$ cat src/rtl/text_pkg.sv
// rtl/text_pkg.sv - shared constants and fetch FSM state type for the text strip
package text_pkg;

  localparam int CODE_W   = 6;
  localparam int GLYPH_W  = 8;
  localparam int GLYPH_H  = 16;

  localparam int H_ACTIVE = 640;
  localparam int H_TOTAL  = 800;
  localparam int V_ACTIVE = 480;
  localparam int V_TOTAL  = 525;

  typedef enum logic [1:0] {
    IDLE,
    FETCH,
    DRAIN
  } fetch_state_t;

endpackage

$ cat src/rtl/text_line_scheduler.sv
// rtl/text_line_scheduler.sv - prefetches one line of glyph rows per hblank from a shared font ROM
module text_line_scheduler
  import text_pkg::*;
#(
  parameter int NUM_CHARS = 8,
  parameter int TEXT_X0   = 24,
  parameter int TEXT_Y0   = 0,
  parameter int ROM_LAT   = 0
) (
  input  logic                        Clk,
  input  logic                        Reset,
  input  logic [9:0]                  drawX,
  input  logic [9:0]                  drawY,
  input  logic [CODE_W*NUM_CHARS-1:0] char_codes,
  output logic [9:0]                  rom_addr,
  input  logic [7:0]                  rom_data,
  output logic                        fetch_busy,
  output logic                        to_color
);

  localparam logic [9:0] X0      = 10'(TEXT_X0);
  localparam logic [9:0] Y0      = 10'(TEXT_Y0);
  localparam logic [9:0] STRIP_W = 10'(GLYPH_W * NUM_CHARS);
  localparam logic [9:0] STRIP_H = 10'(GLYPH_H);
  localparam logic [9:0] LINE_GO = 10'(H_ACTIVE);
  localparam logic [9:0] VB_LINE = 10'(V_ACTIVE);
  localparam logic [9:0] LAST_Y  = 10'(V_TOTAL - 1);
  localparam logic [4:0] LAST_I  = 5'(NUM_CHARS - 1);

  fetch_state_t state, state_nx;

  logic [9:0] prev_x, prev_y;
  logic [5:0] snap    [32];
  logic [7:0] linebuf [32];
  logic [4:0] idx;
  logic [3:0] row;
  logic       cap_valid;
  logic [4:0] cap_idx;

  logic       line_start, snap_entry, next_in_win, pixel;
  logic [9:0] next_y, next_off, dx, dy;

  assign line_start = (drawX == LINE_GO) && (prev_x != LINE_GO);
  assign snap_entry = (drawY == VB_LINE) && (prev_y != VB_LINE);
  assign next_y     = (drawY == LAST_Y) ? 10'd0 : drawY + 10'd1;

  // Offsets wrap to large values when below the origin, so one unsigned compare covers both edges.
  assign next_off    = next_y - Y0;
  assign next_in_win = next_off < STRIP_H;
  assign dx          = drawX - X0;
  assign dy          = drawY - Y0;

  always_ff @(posedge Clk) begin
    if (Reset) state <= IDLE;
    else       state <= state_nx;
  end

  always_comb begin
    state_nx   = state;
    rom_addr   = '0;
    fetch_busy = 1'b0;
    case (state)
      IDLE: begin
        if (line_start && next_in_win) state_nx = FETCH;
      end
      FETCH: begin
        fetch_busy = 1'b1;
        rom_addr   = {snap[idx], row};
        if (idx == LAST_I) state_nx = (ROM_LAT == 1) ? DRAIN : IDLE;
      end
      DRAIN: begin
        fetch_busy = 1'b1;
        state_nx   = IDLE;
      end
      default: state_nx = IDLE;
    endcase
  end

  always_comb begin
    pixel = 1'b0;
    if (dy < STRIP_H && dx < STRIP_W) pixel = linebuf[dx[7:3]][3'd7 - dx[2:0]];
  end

  always_ff @(posedge Clk) begin
    if (Reset) begin
      prev_x    <= '0;
      prev_y    <= '0;
      idx       <= '0;
      row       <= '0;
      cap_valid <= 1'b0;
      cap_idx   <= '0;
      to_color  <= 1'b0;
      for (int k = 0; k < 32; k++) begin
        snap[k]    <= '0;
        linebuf[k] <= '0;
      end
    end else begin
      prev_x    <= drawX;
      prev_y    <= drawY;
      cap_valid <= 1'b0;
      to_color  <= pixel;

      if (snap_entry) begin
        for (int k = 0; k < NUM_CHARS; k++) snap[k] <= char_codes[CODE_W*k +: CODE_W];
      end

      case (state)
        IDLE: begin
          idx <= '0;
          if (line_start) begin
            if (next_in_win) row <= next_off[3:0];
            else for (int k = 0; k < 32; k++) linebuf[k] <= '0;
          end
        end
        FETCH: begin
          idx <= idx + 5'd1;
          // A registered ROM returns this address's row one cycle later, so remember where it lands.
          if (ROM_LAT == 0) begin
            linebuf[idx] <= rom_data;
          end else begin
            cap_valid <= 1'b1;
            cap_idx   <= idx;
          end
        end
        default: ;
      endcase

      if (cap_valid) linebuf[cap_idx] <= rom_data;
    end
  end

endmodule

$ cat config.mk
export PLATFORM = sky130hd
export DESIGN_NAME = text_line_scheduler
export DESIGN_NICKNAME = d
export VERILOG_FILES = /design/src/rtl/text_pkg.sv /design/src/rtl/text_line_scheduler.sv
export SDC_FILE = /design/constraint.sdc
export NUM_CORES = 1
export LEC_CHECK = 0
export BUFFER_PORTS_ARGS = -buffer_cell sky130_fd_sc_hd__buf_2
export CORE_ASPECT_RATIO = 0.7
export CORE_MARGIN = 10
export CORE_UTILIZATION = 59
export DETAILED_ROUTE_END_ITERATION = 10
export PLACE_DENSITY = 0.77
export RECOVER_POWER = 100
export SLEW_MARGIN = 25
export SYNTH_ARGS = -nofsm -noshare
export SYNTH_HDL_FRONTEND = slang
export SYNTH_SLANG_ARGS = --single-unit
$ cat constraint.sdc
create_clock -name Clk -period 7.5 [get_ports Clk]
set_input_delay 0.75 -clock Clk [delete_from_list [all_inputs] [get_ports Clk]]
set_output_delay 0.75 -clock Clk [all_outputs]
set_load 0.1 [all_outputs]
Yosys cells after proc, flatten, opt, wreduce, memory -nomap -nowiden --
Memories as Yosys holds them, arrays and structs flattened. A register that Yosys moved wholly into a read port is not among the register bits. Cells that the tools add are included.
Cells by class: $add $sub $neg 4, order comparisons 4, equality and inequality tests 10, mux-type cells 67, bitwise gates (word level) 41, reduce and logical (&&, ||, !) cells 11
Operator list (count):
- 8-bit 2-to-1 mux | 33
- 6-bit 2-to-1 mux | 8
- 1-bit bitwise OR | 40
- 10-bit == test (second input constant) | 2
- 10-bit by 5-bit less-than comparator with 1-bit output (second input constant) | 2
- 10-bit 2-to-1 mux | 2
- 1-bit 2-to-1 mux | 16
- 5-bit 2-to-1 mux | 3
- 10-bit by 1-bit adder with 10-bit output (second input constant) | 1
- 10-bit by 9-bit == test with 1-bit output (second input constant) | 1
- 10-bit by 7-bit less-than comparator with 1-bit output (second input constant) | 1
- 10-bit inequality test (second input constant) | 1
- 10-bit by 9-bit inequality test with 1-bit output (second input constant) | 1
- 5-bit one-hot mux with 2 select lines | 1
- 10-bit by 5-bit subtractor with 10-bit output (second input constant) | 1
- 8-bit OR reduction | 1
- 5-bit by 1-bit adder with 5-bit output (second input constant) | 1
- 5-bit by 3-bit == test with 1-bit output (second input constant) | 1
- 1-bit logical AND | 4
- 3-bit by 4-bit less-than comparator with 1-bit output (second input constant) | 1
- 2-bit 2-to-1 mux | 2
- 2-bit inequality test (second input constant) | 2
- 2-bit one-hot mux with 2 select lines | 1
- 2-bit OR reduction | 2
- other kinds (9) | 9
Word-level totals: register bits 32, bits in writable memories 448, memories kept 2
Memory list:
- linebuf | words 32, bits a word 8, read ports 1, clocked after memory_dff 0, wr ports 32, RTL line text_line_scheduler.sv:34 | logic [7:0] linebuf [32];
- snap | words 32, bits a word 6, read ports 1, clocked after memory_dff 1, wr ports 32, RTL line text_line_scheduler.sv:33 | logic [5:0] snap [32];

Longest topological paths before layout --
depth in word-level cells 10, depth in mapped cells 11, depth with buffers taken out 8

Worst setup path after synthesis --
No wires, ideal clock.
path kind register -> output, start point register idx[0] (netlist name), end point output rom_addr[8], data arrival time 2.781 ns, setup slack 3.969 ns, cell stages (with the launch flop) 6, path buffers 2, path through dfxtp_1 > clkbuf_1 > buf_1 > mux4_2 > mux2i_1 > nor2_1
RTL lines:
- end: declaration | RTL line text_line_scheduler.sv:15 | output logic [9:0] rom_addr,

==> impl_metrics.json <==
{
  "die-area_um2": 34020,
  "violations": "capacitance limit, slew limit",
  "path_max_fanout": 72,
  "cp-endpoint": "linebuf[6][2]$_SDFFCE_PN0P_",
  "synth-seq-area-share": 0.6132,
  "postCtsSetupRepairBufs": 0,
  "synthArstFlopShare": 0,
  "final.min_clock_period_ps": 5602,
  "clk_latency_ps": 530,
  "maxCapViolations": 2,
  "num-nets-final": 1418,
  "most-common-layout-cells": "edfxtp_1, and2_0, nand2_1",
  "ff2ff_path_depth": 4,
  "initial_core_util": 0.5966,
  "max_slew_margin": -0.9534,
  "power_mw": 4.088,
  "finalSetupTns_ps": 0,
  "ctsResizeCount": 0,
  "n_antenna_cell": 0,
  "synth-edff-count": 304,
  "hpwlAfterDp_mm": 26.01,
  "crit_start": "drawX[3]",
  "setup_viol": 0,
  "grt_overflow": 0,
  "grt_max_degree": 73,
  "finalCritPeriodShare": 0.7470,
  "core_area_um2": 26650,
  "top_level_ports": 90,
  "vias_per_cell": 6.021,
  "status": "finished with violations",
  "antenna_found_initial": 1,
  "cts_hold_buf": 0,
  "path_class": "in2reg",
  "crit_arrival_ps": 5530,
  "clkSlewWorstSetupHoldPaths_ps": 60,
  "grt_pass1_wl_mm": 60.53,
  "ys_ff_latch": 335,
  "start_kind": "input port",
  "hold_path.class": "reg2reg",
  "skew_ps": 20.23,
  "p_per_area_nw_per_um2": 234.1,
  "vias": 10370,
  "totalWireLength_mm": 39.58,
  "htreeDepth": 2,
  "cts_made_buffers": 34,
  "drt-initial-drc-count": 1342,
  "rsz0062_at_grt": "no",
  "drc": 0,
  "r2r_setup_slack_ps": 2350,
  "synth_fp_nets": 1372,
  "io_buffers": 89,
  "grt_pass1_vias": 10230,
  "worst_pin_slew_ps": 2930,
  "place_congestion": 0.9321,
  "fillers": 2002,
  "finalHoldViolations": 0,
  "cts_tree": "done",
  "yosys_warnings": 0,
  "wire_per_inst_um": 22.98,
  "root_buffer": "clkbuf_16",
  "synth_top_cell_area_share": 0.5741,
  "ir_drop_v": 0.0001753,
  "place_ws_ps": 3075,
  "clockBufferDepth": 3,
  "crit_path_end_kind": "flip-flop",
  "syn_area_per_cell_um2": 12.35,
  "syn_to_final_growth_pct": 9.820,
  "netlist_instances": 1287,
  "setup_ws_ps": 1898,
  "synthTopCellsByArea": "edfxtp_1, and2_1, mux4_2, dfxtp_1, nand2_1",
  "drv_slew": 82,
  "synth_area_leader_cell": "edfxtp_1",
  "p_leak_nw": 6.058,
  "cp.required_ps": 7430,
  "fp.dieW_um": 216.2,
  "detail-route-antenna-nets": 0,
  "reg2reg_from": "prev_x[1]$_SDFF_PP0_",
  "fmax_ghz": 0.1785,
  "die_y_um": 157.4,
  "ys_types": 60,
  "drive_above_1_share": 0.1289,
  "final_common_cell": "edfxtp_1",
  "num_rows": 50,
  "grtUsageTotal": 0.2319,
  "dr.pass1.iters": 7,
  "r2r-end": "linebuf[6][2]$_SDFFCE_PN0P_",
  "clock_sinks": 335,
  "synth_flop_cell": "edfxtp_1",
  "synth_area_um2": 15900
}
state kept, by name, indices dropped and copies added (netlist names):
register and flops:
linebuf 256, snap 48, prev_x 10, prev_y 10, idx 5, row 4, state 1, to_color 1
worst max-delay path, cell delays in order:
cell	delay (ps)
buf_2	80
buf_4	650
or4_2	240
a2111oi_0	110
a21oi_1	2240
o21ai_0	1450
power by group:
group / leakage, nW / switching [mW] / total (mW) / internal (mW)
Combinational: 2.24 / 0.218 / 0.326 / 0.108
Sequential: 3.30 / 0.0267 / 2.13 / 2.11
Clock: 0.520 / 0.708 / 1.63 / 0.922
Total: 6.06 / 0.953 / 4.09 / 3.14
cell type report:
type | count | area (um^2) | share of cell area
clock buffer | 39 | 890.9 | 0.05102
clock inverter | 22 | 155.1 | 0.008885
inverter | 6 | 22.52 | 0.001290
multi-input combinational | 857 | 5695 | 0.3262
sequential | 335 | 9749 | 0.5583
tap | 364 | 455.4 | 0.02608
timing repair buffer | 99 | 493.0 | 0.02823
Yosys cell counts, types with 14 or more instances:
| library cell | number |
|---|---|
| nor2b_1 | 24 |
| edfxtp_1 | 304 |
| mux4_2 | 34 |
| nand2_1 | 128 |
| clkbuf_1 | 62 |
| and2_1 | 310 |
| nor3b_1 | 21 |
| dfxtp_1 | 31 |
| buf_2 | 14 |
| mux2i_1 | 32 |
| nand3b_1 | 14 |
| nor3_1 | 17 |
| o21ai_0 | 37 |
| nand3_1 | 52 |
| nor2_1 | 67 |
worst min-delay path by stage:
stage,to,slack [ps],start,cells past startpoint
floorplan,row[2]$_SDFFE_PP0P_,430,row[2]$_SDFFE_PP0P_,2
global placement,row[2]$_SDFFE_PP0P_,430,row[2]$_SDFFE_PP0P_,2
detailed placement,row[2]$_SDFFE_PP0P_,440,row[2]$_SDFFE_PP0P_,2
CTS,row[2]$_SDFFE_PP0P_,450,row[2]$_SDFFE_PP0P_,2
global route,row[0]$_SDFFE_PP0P_,470,row[0]$_SDFFE_PP0P_,2
finish,row[2]$_SDFFE_PP0P_,450,row[2]$_SDFFE_PP0P_,2
per-layer routing:
| metal | global-route usage | up-vias | part of all wire |
|---|---|---|---|
| met4 | 0.06638 | 2 | 0.026 |
| met1 | 0.3222 | 5064 | 0.43 |
| met3 | 0.06500 | 83 | 0.11 |
| met5 | 0 | - | 0.00028 |
| li1 | - | 4696 | - |
| met2 | 0.3510 | 523 | 0.44 |
cells by family (layout without fill, tap and decap cells):
group                    Yosys count  count (layout)  share of synthesized area
adder cells (fa/ha/maj)            7               7                   0.005508
flip-flops                       335             335                     0.6132
buffers and inverters             95             166                    0.02754
XOR/XNOR                           8               8                   0.006768
AO/OA/AOI/OAI                    103             103                    0.04320
multiplexers                      70              70                    0.07114
AND/OR/NAND/NOR                  669             669                     0.2327
stage by stage:
step / utilization / hold WS [ps] / cells / instance area [um^2]
5_1_grt: 0.6552 / 474.2 / 1722 / 17460
4_1_cts: 0.6578 / 455.0 / 1722 / 17530
2_1_floorplan: - / 427.3 / 1287 / 15900
6_report: 0.6552 / 452.2 / 1722 / 17460
3_3_place_gp: 0.6184 / 434.6 / 1661 / 16480
3_5_place_dp: 0.6185 / 443.9 / 1661 / 16480
No activity file was read; power rests on OpenSTA's default activity.
